## src/rtl/tl_sram_device_pkg.sv

```systemverilog
// rtl/tl_sram_device_pkg.sv - TileLink opcode enums and burst beat-count helper
package tl_sram_device_pkg;

  typedef enum logic [2:0] {
    PutFullData    = 3'h0,
    PutPartialData = 3'h1,
    ArithmeticData = 3'h2,
    LogicalData    = 3'h3,
    Get            = 3'h4,
    Intent         = 3'h5,
    AcquireBlock   = 3'h6,
    AcquirePerm    = 3'h7
  } tl_a_op_e;

  typedef enum logic [2:0] {
    AccessAck     = 3'h0,
    AccessAckData = 3'h1,
    HintAck       = 3'h2,
    Grant         = 3'h4,
    GrantData     = 3'h5,
    ReleaseAck    = 3'h6
  } tl_d_op_e;

  // Transfers narrower than one beat still occupy a full beat.
  function automatic int unsigned beat_count(input int unsigned size, input int unsigned data_width);
    int unsigned off;
    off = $clog2(data_width / 8);
    if (size <= off) return 1;
    return 32'd1 << (size - off);
  endfunction

endpackage

```

## src/rtl/tl_sram_device_if.sv

```systemverilog
// rtl/tl_sram_device_if.sv - TileLink A/D channel bundle between host and SRAM device
interface tl_sram_device_if
  import tl_sram_device_pkg::*;
#(
  parameter int AddrWidth   = 56,
  parameter int DataWidth   = 64,
  parameter int SourceWidth = 1,
  parameter int SinkWidth   = 1,
  parameter int SizeWidth   = 3
);
  localparam int MaskWidth = DataWidth / 8;

  logic                   a_valid;
  logic                   a_ready;
  tl_a_op_e               a_opcode;
  logic [2:0]             a_param;
  logic [SizeWidth-1:0]   a_size;
  logic [SourceWidth-1:0] a_source;
  logic [AddrWidth-1:0]   a_address;
  logic [MaskWidth-1:0]   a_mask;
  logic                   a_corrupt;
  logic [DataWidth-1:0]   a_data;

  logic                   d_valid;
  logic                   d_ready;
  tl_d_op_e               d_opcode;
  logic [1:0]             d_param;
  logic [SizeWidth-1:0]   d_size;
  logic [SourceWidth-1:0] d_source;
  logic [SinkWidth-1:0]   d_sink;
  logic                   d_denied;
  logic                   d_corrupt;
  logic [DataWidth-1:0]   d_data;

  modport master (
    output a_valid, a_opcode, a_param, a_size, a_source, a_address, a_mask, a_corrupt, a_data,
    input  a_ready,
    input  d_valid, d_opcode, d_param, d_size, d_source, d_sink, d_denied, d_corrupt, d_data,
    output d_ready
  );

  modport slave (
    input  a_valid, a_opcode, a_param, a_size, a_source, a_address, a_mask, a_corrupt, a_data,
    output a_ready,
    output d_valid, d_opcode, d_param, d_size, d_source, d_sink, d_denied, d_corrupt, d_data,
    input  d_ready
  );

endinterface

```

## src/rtl/tl_sram_device.sv

```systemverilog
// rtl/tl_sram_device.sv - TileLink UL/UH device endpoint serving A requests from a 1-port SRAM
module tl_sram_device
  import tl_sram_device_pkg::*;
#(
  parameter int AddrWidth    = 56,
  parameter int DataWidth    = 64,
  parameter int SourceWidth  = 1,
  parameter int SinkWidth    = 1,
  parameter int SizeWidth    = 3,
  parameter int MemAddrWidth = 10,
  localparam int MaskWidth   = DataWidth / 8
) (
  input  logic                    clk_i,
  input  logic                    rst_i,
  tl_sram_device_if.slave         tl,
  output logic                    b_valid,
  output logic                    c_ready,
  output logic                    e_ready,
  output logic                    sram_req_o,
  output logic                    sram_we_o,
  output logic [MemAddrWidth-1:0] sram_addr_o,
  output logic [MaskWidth-1:0]    sram_wmask_o,
  output logic [DataWidth-1:0]    sram_wdata_o,
  input  logic [DataWidth-1:0]    sram_rdata_i
);

  localparam int OffW   = $clog2(MaskWidth);
  localparam int MaxLog = (2 ** SizeWidth - 1) - OffW;
  localparam int CntW   = (MaxLog < 1) ? 1 : MaxLog;

  typedef enum logic [2:0] {S_IDLE, S_WRITE, S_DRAIN, S_RD_REQ, S_RD_RESP, S_ACK} state_e;

  state_e                  state_q, state_d;
  tl_a_op_e                op_q;
  logic [SizeWidth-1:0]    size_q;
  logic [SourceWidth-1:0]  source_q;
  logic [MemAddrWidth-1:0] base_q;
  logic [CntW-1:0]         idx_q, last_q, last_in;
  logic                    denied_q, rd_first_q;
  logic [DataWidth-1:0]    rdata_q;
  logic [MemAddrWidth-1:0] a_word;
  logic                    a_is_put, a_is_get, a_has_data;
  logic                    unused_bits;

  assign a_word     = tl.a_address[OffW +: MemAddrWidth];
  assign last_in    = CntW'(beat_count(32'(tl.a_size), DataWidth) - 32'd1);
  assign a_is_put   = (tl.a_opcode == PutFullData) || (tl.a_opcode == PutPartialData);
  assign a_is_get   = (tl.a_opcode == Get);
  assign a_has_data = (tl.a_opcode == ArithmeticData) || (tl.a_opcode == LogicalData);

  assign b_valid     = 1'b0;
  assign c_ready     = 1'b1;
  assign e_ready     = 1'b1;
  assign tl.d_param  = '0;
  assign tl.d_sink   = '0;
  assign tl.d_size   = size_q;
  assign tl.d_source = source_q;
  assign tl.d_denied = (state_q == S_ACK) && denied_q;
  assign tl.d_corrupt = (state_q == S_RD_RESP) && denied_q;
  // The SRAM word is only valid in the first response cycle; afterwards the held copy is used.
  assign tl.d_data   = rd_first_q ? sram_rdata_i : rdata_q;
  assign unused_bits = ^{tl.a_param, tl.a_address, op_q};

  always_comb begin
    state_d      = state_q;
    tl.a_ready   = 1'b0;
    tl.d_valid   = 1'b0;
    tl.d_opcode  = AccessAck;
    sram_req_o   = 1'b0;
    sram_we_o    = 1'b0;
    sram_addr_o  = base_q + MemAddrWidth'(idx_q);
    sram_wmask_o = '0;
    sram_wdata_o = tl.a_data;
    unique case (state_q)
      S_IDLE: begin
        tl.a_ready  = 1'b1;
        sram_addr_o = a_word;
        if (tl.a_valid) begin
          if (a_is_put) begin
            sram_req_o   = 1'b1;
            sram_we_o    = 1'b1;
            sram_wmask_o = tl.a_corrupt ? '0 : tl.a_mask;
            state_d      = (last_in == '0) ? S_ACK : S_WRITE;
          end else if (a_is_get) begin
            state_d = S_RD_REQ;
          end else if (a_has_data && (last_in != '0)) begin
            state_d = S_DRAIN;
          end else begin
            state_d = S_ACK;
          end
        end
      end
      S_WRITE: begin
        tl.a_ready = 1'b1;
        if (tl.a_valid) begin
          sram_req_o   = 1'b1;
          sram_we_o    = 1'b1;
          sram_wmask_o = tl.a_corrupt ? '0 : tl.a_mask;
          if (idx_q == last_q) state_d = S_ACK;
        end
      end
      S_DRAIN: begin
        tl.a_ready = 1'b1;
        if (tl.a_valid && (idx_q == last_q)) state_d = S_ACK;
      end
      S_RD_REQ: begin
        sram_req_o = 1'b1;
        state_d    = S_RD_RESP;
      end
      S_RD_RESP: begin
        tl.d_valid  = 1'b1;
        tl.d_opcode = AccessAckData;
        if (tl.d_ready) state_d = (idx_q == last_q) ? S_IDLE : S_RD_REQ;
      end
      S_ACK: begin
        tl.d_valid = 1'b1;
        if (tl.d_ready) state_d = S_IDLE;
      end
      default: state_d = S_IDLE;
    endcase
    // Reset must not leak a write or an A acceptance in the cycle it is asserted.
    if (rst_i) begin
      tl.a_ready = 1'b0;
      sram_req_o = 1'b0;
      sram_we_o  = 1'b0;
    end
  end

  always_ff @(posedge clk_i) begin
    if (rst_i) begin
      state_q    <= S_IDLE;
      op_q       <= PutFullData;
      size_q     <= '0;
      source_q   <= '0;
      base_q     <= '0;
      idx_q      <= '0;
      last_q     <= '0;
      denied_q   <= 1'b0;
      rd_first_q <= 1'b0;
      rdata_q    <= '0;
    end else begin
      state_q    <= state_d;
      rd_first_q <= (state_q == S_RD_REQ);
      if (rd_first_q) rdata_q <= sram_rdata_i;
      if ((state_q == S_IDLE) && tl.a_valid) begin
        op_q     <= tl.a_opcode;
        size_q   <= tl.a_size;
        source_q <= tl.a_source;
        base_q   <= a_word;
        last_q   <= last_in;
        idx_q    <= a_is_get ? CntW'(0) : CntW'(1);
        denied_q <= !(a_is_put || a_is_get);
      end else if (((state_q == S_WRITE) || (state_q == S_DRAIN)) && tl.a_valid) begin
        idx_q <= idx_q + CntW'(1);
      end else if ((state_q == S_RD_RESP) && tl.d_ready && (idx_q != last_q)) begin
        idx_q <= idx_q + CntW'(1);
      end
    end
  end

endmodule
```

## src/flat_wrapper.sv

```systemverilog
// flat-port wrapper written by rule: the top's interface ports become plain ports
module tl_sram_device_flat import tl_sram_device_pkg::*;
#(
  parameter int AddrWidth    = 56,
  parameter int DataWidth    = 64,
  parameter int SourceWidth  = 1,
  parameter int SinkWidth    = 1,
  parameter int SizeWidth    = 3,
  parameter int MemAddrWidth = 10,
  localparam int MaskWidth   = DataWidth / 8
)
  (clk_i, rst_i, b_valid, c_ready, e_ready, sram_req_o, sram_we_o, sram_addr_o, sram_wmask_o, sram_wdata_o, sram_rdata_i, tl_a_valid, tl_a_opcode, tl_a_param, tl_a_size, tl_a_source, tl_a_address, tl_a_mask, tl_a_corrupt, tl_a_data, tl_a_ready, tl_d_valid, tl_d_opcode, tl_d_param, tl_d_size, tl_d_source, tl_d_sink, tl_d_denied, tl_d_corrupt, tl_d_data, tl_d_ready);
  tl_sram_device_if #(.AddrWidth(AddrWidth), .DataWidth(DataWidth), .SourceWidth(SourceWidth), .SinkWidth(SinkWidth), .SizeWidth(SizeWidth)) tl_i ();
  input  logic clk_i;
  input  logic rst_i;
  output logic b_valid;
  output logic c_ready;
  output logic e_ready;
  output logic sram_req_o;
  output logic sram_we_o;
  output logic [MemAddrWidth-1:0] sram_addr_o;
  output logic [MaskWidth-1:0] sram_wmask_o;
  output logic [DataWidth-1:0] sram_wdata_o;
  input  logic [DataWidth-1:0] sram_rdata_i;
  input wire logic [$bits(tl_i.a_valid)-1:0] tl_a_valid;
  input wire logic [$bits(tl_i.a_opcode)-1:0] tl_a_opcode;
  input wire logic [$bits(tl_i.a_param)-1:0] tl_a_param;
  input wire logic [$bits(tl_i.a_size)-1:0] tl_a_size;
  input wire logic [$bits(tl_i.a_source)-1:0] tl_a_source;
  input wire logic [$bits(tl_i.a_address)-1:0] tl_a_address;
  input wire logic [$bits(tl_i.a_mask)-1:0] tl_a_mask;
  input wire logic [$bits(tl_i.a_corrupt)-1:0] tl_a_corrupt;
  input wire logic [$bits(tl_i.a_data)-1:0] tl_a_data;
  output wire logic [$bits(tl_i.a_ready)-1:0] tl_a_ready;
  output wire logic [$bits(tl_i.d_valid)-1:0] tl_d_valid;
  output wire logic [$bits(tl_i.d_opcode)-1:0] tl_d_opcode;
  output wire logic [$bits(tl_i.d_param)-1:0] tl_d_param;
  output wire logic [$bits(tl_i.d_size)-1:0] tl_d_size;
  output wire logic [$bits(tl_i.d_source)-1:0] tl_d_source;
  output wire logic [$bits(tl_i.d_sink)-1:0] tl_d_sink;
  output wire logic [$bits(tl_i.d_denied)-1:0] tl_d_denied;
  output wire logic [$bits(tl_i.d_corrupt)-1:0] tl_d_corrupt;
  output wire logic [$bits(tl_i.d_data)-1:0] tl_d_data;
  input wire logic [$bits(tl_i.d_ready)-1:0] tl_d_ready;
  assign tl_i.a_valid = tl_a_valid;
  assign tl_i.a_opcode = tl_a_opcode;
  assign tl_i.a_param = tl_a_param;
  assign tl_i.a_size = tl_a_size;
  assign tl_i.a_source = tl_a_source;
  assign tl_i.a_address = tl_a_address;
  assign tl_i.a_mask = tl_a_mask;
  assign tl_i.a_corrupt = tl_a_corrupt;
  assign tl_i.a_data = tl_a_data;
  assign tl_a_ready = tl_i.a_ready;
  assign tl_d_valid = tl_i.d_valid;
  assign tl_d_opcode = tl_i.d_opcode;
  assign tl_d_param = tl_i.d_param;
  assign tl_d_size = tl_i.d_size;
  assign tl_d_source = tl_i.d_source;
  assign tl_d_sink = tl_i.d_sink;
  assign tl_d_denied = tl_i.d_denied;
  assign tl_d_corrupt = tl_i.d_corrupt;
  assign tl_d_data = tl_i.d_data;
  assign tl_i.d_ready = tl_d_ready;
  tl_sram_device #(.AddrWidth(AddrWidth), .DataWidth(DataWidth), .SourceWidth(SourceWidth), .SinkWidth(SinkWidth), .SizeWidth(SizeWidth), .MemAddrWidth(MemAddrWidth)) u_core (.clk_i(clk_i), .rst_i(rst_i), .tl(tl_i), .b_valid(b_valid), .c_ready(c_ready), .e_ready(e_ready), .sram_req_o(sram_req_o), .sram_we_o(sram_we_o), .sram_addr_o(sram_addr_o), .sram_wmask_o(sram_wmask_o), .sram_wdata_o(sram_wdata_o), .sram_rdata_i(sram_rdata_i));
endmodule
```

## config.mk

```make
export PLATFORM = sky130hd
export DESIGN_NAME = tl_sram_device_flat
export DESIGN_NICKNAME = d
export VERILOG_FILES = /design/src/rtl/tl_sram_device_pkg.sv /design/src/rtl/tl_sram_device_if.sv /design/src/rtl/tl_sram_device.sv /design/src/flat_wrapper.sv
export SDC_FILE = /design/constraint.sdc
export NUM_CORES = 1
export LEC_CHECK = 0
export CORE_AREA = 3 3 143 145
export CTS_BUF_LIST = sky130_fd_sc_hd__clkbuf_16
export DETAILED_ROUTE_END_ITERATION = 10
export DIE_AREA = 0 0 146 148
export GPL_ROUTABILITY_DRIVEN = 0
export SYNTH_ARGS = -nofsm -noshare
export SYNTH_HDL_FRONTEND = slang
export SYNTH_SLANG_ARGS = --single-unit
```

## constraint.sdc

```tcl
create_clock -name clk_i -period 8.2 [get_ports clk_i]
set_clock_uncertainty 0.1 [all_clocks]
set_input_delay 0.82 -clock clk_i [delete_from_list [all_inputs] [get_ports clk_i]]
set_output_delay 0.82 -clock clk_i [all_outputs]
set_load 0.05 [all_outputs]
```

==> summary.txt, run 1 <==
Final layout
  • Final Util: 0.352
  • Most frequent cells in the layout: clkdlybuf4s50_1, dfxtp_1, nor2b_1
  • Non-Filler Instances: 905
  • # nets final: 852
  • Layout area overhead: 37.0%
  • Most common cell after layout, fill and taps aside: clkdlybuf4s50_1
  • FILL cells: 2002
  • ANT cells: 0
  • Share of cells above drive strength 1: 0.153

Power
  • Worst vdd ir: 213 µV
  • Sw power: 0.705 mW
  • Switching part of the total power: 0.415
  • Power share of the clock group: 0.250
  • Static leakage: 2.60 nW
  • Power per cell area: 250 nW/µm²
  • Combinational share of power: 0.434
  • Cell-internal power: 0.995 mW
  • Seq pwr share: 0.316

Hold path
  • HP Class: flop to flop
  • WHS Path Cells: 2
  • Worst hold endpoint: u_core.tl.d_source
  • Hold Startpoint: u_core.tl.d_source

Critical path
  • Slowest cell on crit path: dfxtp_1
  • Crit. End Element: output port
  • Crit-path cells: or3_1 > nor2_1 > or3b_1 > mux2_2 > nand2_1 > clkdlybuf4s50_1
  • Crit Path Category: flop to output port
  • CP arrival: 3.38 ns
  • Worst setup path start: u_core.state_q[2]
  • Top cell family by delay on the critical path: simple AND/OR/NAND/NOR gates
  • Launching point of the worst reg2reg path: u_core.state_q[1]
  • Reg-to-reg slack, setup: 5.93 ns
  • Slowest stage delay, CP: 0.81 ns
  • CP Buf/Inv Count: 1
  • Worst EP required: 7.28 ns
  • Crit-path max FO: 22
  • Worst r2r path cells: 5
  • Startpoint Class: flop
  • Critical R2R Capture: u_core.idx_q[2]

CTS
  • Clock slew at reported path FFs: 0.07 ns
  • Post-CTS Resized: 0
  • H-tree lvl count: 3
  • Post-CTS Setup Bufs: 0
  • CTS Hold Bufs: 0
  • Clock tree from TritonCTS: yes
  • Clock sink count: 91
  • CTS max path bufs: 2
  • TritonCTS Buffers: 9
  • Worst-skew pair later-pin latency: 0.34 ns
  • Root buf cell: clkbuf_16

Timing
  • # setup viols final: 0
  • Unrepaired setup endpoints after global routing: no
  • Final Hold Violating Endpoints: 0
  • FMAX: 233 MHz
  • Final min period: 4.30 ns
  • Fin Hold WS: 0.360 ns
  • Final period utilization: 0.524
  • Slew margin rel.: 0.317
  • Final Slew Violations: 0
  • TNS Setup: 0 ns
  • Worst Tran Pin Value: 1.02 ns

Synth
  • Yosys reg bits: 91
  • Post-synth ARST share: 0
  • Netlist cell types: 51
  • Syn avg cell area: 9.35 µm²
  • Warnings, synthesis: 0
  • Share of the yosys chip area belonging to registers: 0.367
  • Post-Syn Instances: 531
  • EDFF count, synth: 0
  • Top FF cell, synth: dfxtp_1
  • Synthesized cell area: 4960 µm²

Route
  • Routed wire length per instance: 14.0 µm
  • Via count: 3832
  • Drt first pass iters: 4
  • Initial DRC Count: 182
  • DRT antenna net count: 0
  • Vias/cell: 4.23
  • Post-Route WL: 12700 µm
  • DRC: 0

Placement
  • PortBufs: 186
  • Detail Placement HPWL: 9020 µm
  • DP Cell Count: 889

Die
  • IO Pins: 372
  • Num rows: 51
  • Initial Util: 0.257
  • Total core area: 19300 µm²
  • Die Height: 148 µm
  • Die X: 146 µm
  • Die area: 21600 µm²

Global routing
  • Global-route wire length before repair: 19800 µm
  • Initial antenna violation count: 0
  • Gr usage total: 0.113
  • Total congestion overflow: 0
  • Largest net degree at the start of global routing: 65
  • Vias in the first global route: 3761

Job
  • Max-cap violation count: 0

Run status
  • Status: completed
## through the flow
stage / power [mW] / worst slack, ns / cell area, µm²
3_3_place_gp: 1.29 / 3.97 / 6500
6_report: 1.70 / 3.90 / 6800
5_1_grt: 1.79 / 3.71 / 6800
2_1_floorplan: 1.15 / 4.72 / 4980
3_5_place_dp: 1.29 / 3.96 / 6500
4_1_cts: 1.73 / 3.87 / 6800
## layer usage
layer  vias up  global-route usage  part of all wire
li1       1905                   -                 -
met5         -                   0                 0
met2       154               0.190              0.46
met4         0              0.0400             0.018
met1      1750               0.134              0.45
met3        23              0.0411             0.076
## state kept, by name (all words and copies together), names as in the netlist
signal	flops
u_core.tl.d_size	3
u_core.idx_q	4
u_core.state_q	3
u_core.rd_first_q	1
u_core.rdata_q	64
u_core.base_q	10
u_core.last_q	4
u_core.denied_q	1
u_core.tl.d_source	1
## how the worst max path moves through the flow
stage,end,slack [ns],depth (start not counted)
after global placement,sram_wmask_o[6],3.97,7
after detailed placement,sram_wmask_o[7],3.96,7
after global routing,sram_addr_o[5],3.71,6
after CTS,sram_addr_o[5],3.87,6
final,sram_addr_o[5],3.90,6
after floorplan,sram_req_o,4.72,4
## tightest hold or removal path, stage by stage, from the launching register on
cell     delay, ns
dfxtp_1       0.31
nand2_1       0.05
a21oi_1       0.05
## cells by family after synthesis
kind of cell,synth area share
flops,0.367
compound gates,0.0817
xor+xnor,0.0229
mux,0.154
buf+inv,0.146
fa+ha+maj,0.0267
other cells,0.00151
simple gates,0.200
## cells in the mapped netlist, types with 2 or more instances
| master | n | area [µm²] |
|---|---|---|
| dfxtp_1 | 91 | 1820 |
| buf_4 | 74 | 556 |
| nor2b_1 | 68 | 425 |
| mux2_2 | 66 | 743 |
| nand2_1 | 41 | 154 |
| a21oi_1 | 28 | 140 |
| nor2_1 | 19 | 71.3 |
| clkbuf_1 | 13 | 48.8 |
| buf_2 | 11 | 55.1 |
| and2_1 | 10 | 62.6 |
| o21ai_0 | 10 | 50.1 |
| xnor2_1 | 10 | 87.6 |
| ha_1 | 9 | 113 |
| inv_1 | 8 | 30.0 |
| nor3_1 | 7 | 35.0 |
| a22o_1 | 6 | 52.6 |
| a211oi_1 | 5 | 37.5 |
| nand3_1 | 5 | 25.0 |
| buf_6 | 3 | 33.8 |
| nand4_1 | 3 | 18.8 |
| or4_1 | 3 | 22.5 |
| xor2_1 | 3 | 26.3 |
| a21o_1 | 2 | 15.0 |
| a221oi_1 | 2 | 17.5 |
| a31o_2 | 2 | 17.5 |
| and3_1 | 2 | 12.5 |
| conb_1 | 2 | 7.51 |
| mux2i_1 | 2 | 20.0 |
| nand2b_1 | 2 | 12.5 |
| nor3b_1 | 2 | 15.0 |
| or3_1 | 2 | 12.5 |
## power by group through the flow
stage / Clock, mW / Combinational (mW) / Sequential, mW
after floorplan: 0 / 0.629 / 0.521
after global placement: 0 / 0.743 / 0.546
after detailed placement: 0 / 0.743 / 0.547
after CTS: 0.445 / 0.748 / 0.536
after global routing: 0.458 / 0.789 / 0.544
final: 0.425 / 0.738 / 0.537
## final cells by class
cell class                      count  area, µm²  area share
Clock buffer                        9        225      0.0331
Clock inverter                      7       76.3      0.0112
Inverter                            8       30.0     0.00442
Multi-Input combinational cell    337       2440       0.359
Sequential cell                    91       1820       0.268
Tap cell                          265        332      0.0488
Timing Repair Buffer              188       1870       0.276
Note: power is estimated with default switching activity, not from simulation.
==> inputs of run 2 (changes only) <==
--- a/config.mk
+++ b/config.mk
@@ -10,6 +10,7 @@
 export DETAILED_ROUTE_END_ITERATION = 10
 export DIE_AREA = 0 0 146 148
 export GPL_ROUTABILITY_DRIVEN = 0
+export PLACE_DENSITY = 0.66
 export SYNTH_ARGS = -nofsm -noshare
 export SYNTH_HDL_FRONTEND = slang
 export SYNTH_SLANG_ARGS = --single-unit
==> constraint.sdc (replaced) <==
create_clock -name clk_i -period 3.7 [get_ports clk_i]
set_clock_uncertainty 0.1 [all_clocks]
set_input_delay 0.37 -clock clk_i [delete_from_list [all_inputs] [get_ports clk_i]]
set_output_delay 0.37 -clock clk_i [all_outputs]
set_load 0.05 [all_outputs]
==> summary.txt, run 2 (synthesis results as in run 1) <==
Job
  • Max-cap violation count: 0 (unchanged)

Timing
  • Worst Tran Pin Value: 0.678 ns (was 1.02 ns)
  • FMAX: 287 MHz
  • TNS Setup: 0 ns (unchanged)
  • Final Slew Violations: 0 (unchanged)
  • Fin Hold WS: 0.337 ns (was 0.360 ns)
  • Final period utilization: 0.942
  • Final Hold Violating Endpoints: 0 (unchanged)
  • Final min period: 3.49 ns
  • Unrepaired setup endpoints after global routing: no (unchanged)
  • Slew margin rel.: 0.548 (was 0.317)
  • # setup viols final: 0 (unchanged)

Final layout
  • ANT cells: 0 (unchanged)
  • Leading registers by flop count: u_core.rdata_q: 64 flops, u_core.base_q: 10 flops (unchanged)
  • Share of cells above drive strength 1: 0.164 (was 0.153)
  • Number of flip-flops in the largest register: 64 (unchanged)
  • Most frequent cells in the layout: clkdlybuf4s50_1, dfxtp_1, nor2b_1 (unchanged)
  • Most common cell after layout, fill and taps aside: clkdlybuf4s50_1 (unchanged)
  • Largest Register: u_core.rdata_q (unchanged)
  • Layout area overhead: 38.5% (was 37.0%)
  • # nets final: 859 (was 852)

Route
  • DR WL met3: 1110 µm (was 958 µm)
  • Via count: 3892 (was 3832)
  • Met2 wire len: 6040 µm (was 5840 µm)
  • Vias/cell: 4.27 (was 4.23)
  • DRT antenna net count: 0 (unchanged)
  • Initial DRC Count: 166 (was 182)
  • DRC: 0 (unchanged)
  • Highest Signal Layer: met4 (unchanged)
  • Routed wire length per instance: 14.3 µm (was 14.0 µm)
  • Post-Route WL: 13000 µm (was 12700 µm)
  • M1 WL: 5610 µm (was 5640 µm)
  • Drt first pass iters: 4 (unchanged)

Die
  • IO Pins: 372 (unchanged)
  • Initial Util: 0.257 (unchanged)
  • Total core area: 19300 µm² (unchanged)
  • Die X: 146 µm (unchanged)
  • Num rows: 51 (unchanged)
  • Die Height: 148 µm (unchanged)
  • Die area: 21600 µm² (unchanged)

Hold path
  • WHS Path Cells: 2 (unchanged)
  • HP Class: primary input to flop (was flop to flop)
  • Hold Startpoint: rst_i (was u_core.tl.d_source)
  • Worst hold endpoint: u_core.idx_q[1] (was u_core.tl.d_source)

Run status
  • Status: completed (unchanged)

CTS
  • CTS Hold Bufs: 0 (unchanged)
  • H-tree lvl count: 3 (unchanged)
  • Post-CTS Setup Bufs: 0 (unchanged)
  • Clock sink count: 91 (unchanged)
  • Worst-skew pair later-pin latency: 0.35 ns (was 0.34 ns)
  • TritonCTS Buffers: 9 (unchanged)
  • Post-CTS Resized: 0 (unchanged)
  • Clock slew at reported path FFs: 0.08 ns (was 0.07 ns)
  • CTS max path bufs: 2 (unchanged)
  • Root buf cell: clkbuf_16 (unchanged)
  • Clock tree from TritonCTS: yes (unchanged)

Critical path
  • Crit. End Element: output port (unchanged)
  • Critical R2R Capture: u_core.idx_q[1] (was u_core.idx_q[2])
  • Worst r2r path cells: 5 (unchanged)
  • Startpoint Class: flop (unchanged)
  • Worst EP required: 3.23 ns (was 7.28 ns)
  • Reg-to-reg slack, setup: 1.67 ns (was 5.93 ns)
  • CP arrival: 3.02 ns (was 3.38 ns)
  • Crit-path max FO: 5 (was 22)
  • Crit Path Category: flop to output port (unchanged)
  • Launching point of the worst reg2reg path: u_core.state_q[0] (was u_core.state_q[1])

Global routing
  • Largest net degree at the start of global routing: 60 (was 65)
  • Initial antenna violation count: 0 (unchanged)
  • Global-route wire length before repair: 20100 µm (was 19800 µm)
  • Gr usage total: 0.116 (was 0.113)
  • Vias in the first global route: 3762 (was 3761)
  • Total congestion overflow: 0 (unchanged)

Power
  • Worst vdd ir: 416 µV (was 213 µV)
  • Power per cell area: 552 nW/µm² (was 250 nW/µm²)
  • Power, Total: 3.80 mW (was 1.70 mW)
  • Static leakage: 2.64 nW (was 2.60 nW)

Placement
  • Detail Placement HPWL: 9650 µm (was 9020 µm)
  • PortBufs: 186 (unchanged)
==> run 2: metrics by stage <==
stage	setup slack [ns]	std cells	cell area, µm²	util
after floorplan	0.722	537	4980	-
after global placement	0.301	896	6580	0.340
after detailed placement	0.270	896	6580	0.340
after CTS	0.194	912	6870	0.356
after global routing	0.0689	912	6870	0.356
final	0.214	912	6870	0.356
==> run 2: worst max path at each step <==
| stage | slack (ns) | to | from | depth (start not counted) |
|---|---|---|---|---|
| 2_1_floorplan | 0.72 | sram_addr_o[6] | u_core.idx_q[0] | 8 |
| 3_3_place_gp | 0.30 | sram_wmask_o[3] | tl_a_valid | 7 |
| 3_5_place_dp | 0.27 | u_core.state_q[0] | tl_a_size[0] | 9 |
| 4_1_cts | 0.19 | sram_addr_o[5] | u_core.idx_q[1] | 7 |
| 5_1_grt | 0.07 | sram_addr_o[5] | u_core.idx_q[1] | 7 |
| 6_report | 0.21 | sram_addr_o[5] | u_core.idx_q[1] | 7 |
==> run 2: area by class of cell <==
type                            instances  area [µm²]
Fill cell                            1991       12500
Clock inverter                          7        72.6
Timing Repair Buffer                  195        1950
Inverter                                8        30.0
Multi-Input combinational cell        337        2440
Sequential cell                        91        1820
Clock buffer                            9         225
Tap cell                              265         332
==> run 2: metal layers <==
metal,GRT usage,vias to the layer above
met5,0,-
met4,0.0456,0
met3,0.0429,30
met2,0.197,165
met1,0.135,1770
li1,-,1927
==> run 2: critical path, cell delays in order, from the launching register on <==
cell and delay, ns:
dfxtp_1 0.43, ha_1 0.26, a21o_1 0.18, a21o_1 0.19, a21oi_1 0.35, mux2_2 0.38, nand2_1 0.07, clkdlybuf4s50_1 0.81
==> run 2: power by group <==
part / leakage [nW] / internal (mW) / switching (mW)
logic: 1.76 / 0.652 / 1.06
clock network: 0.142 / 0.475 / 0.444
registers: 0.737 / 1.07 / 0.0999
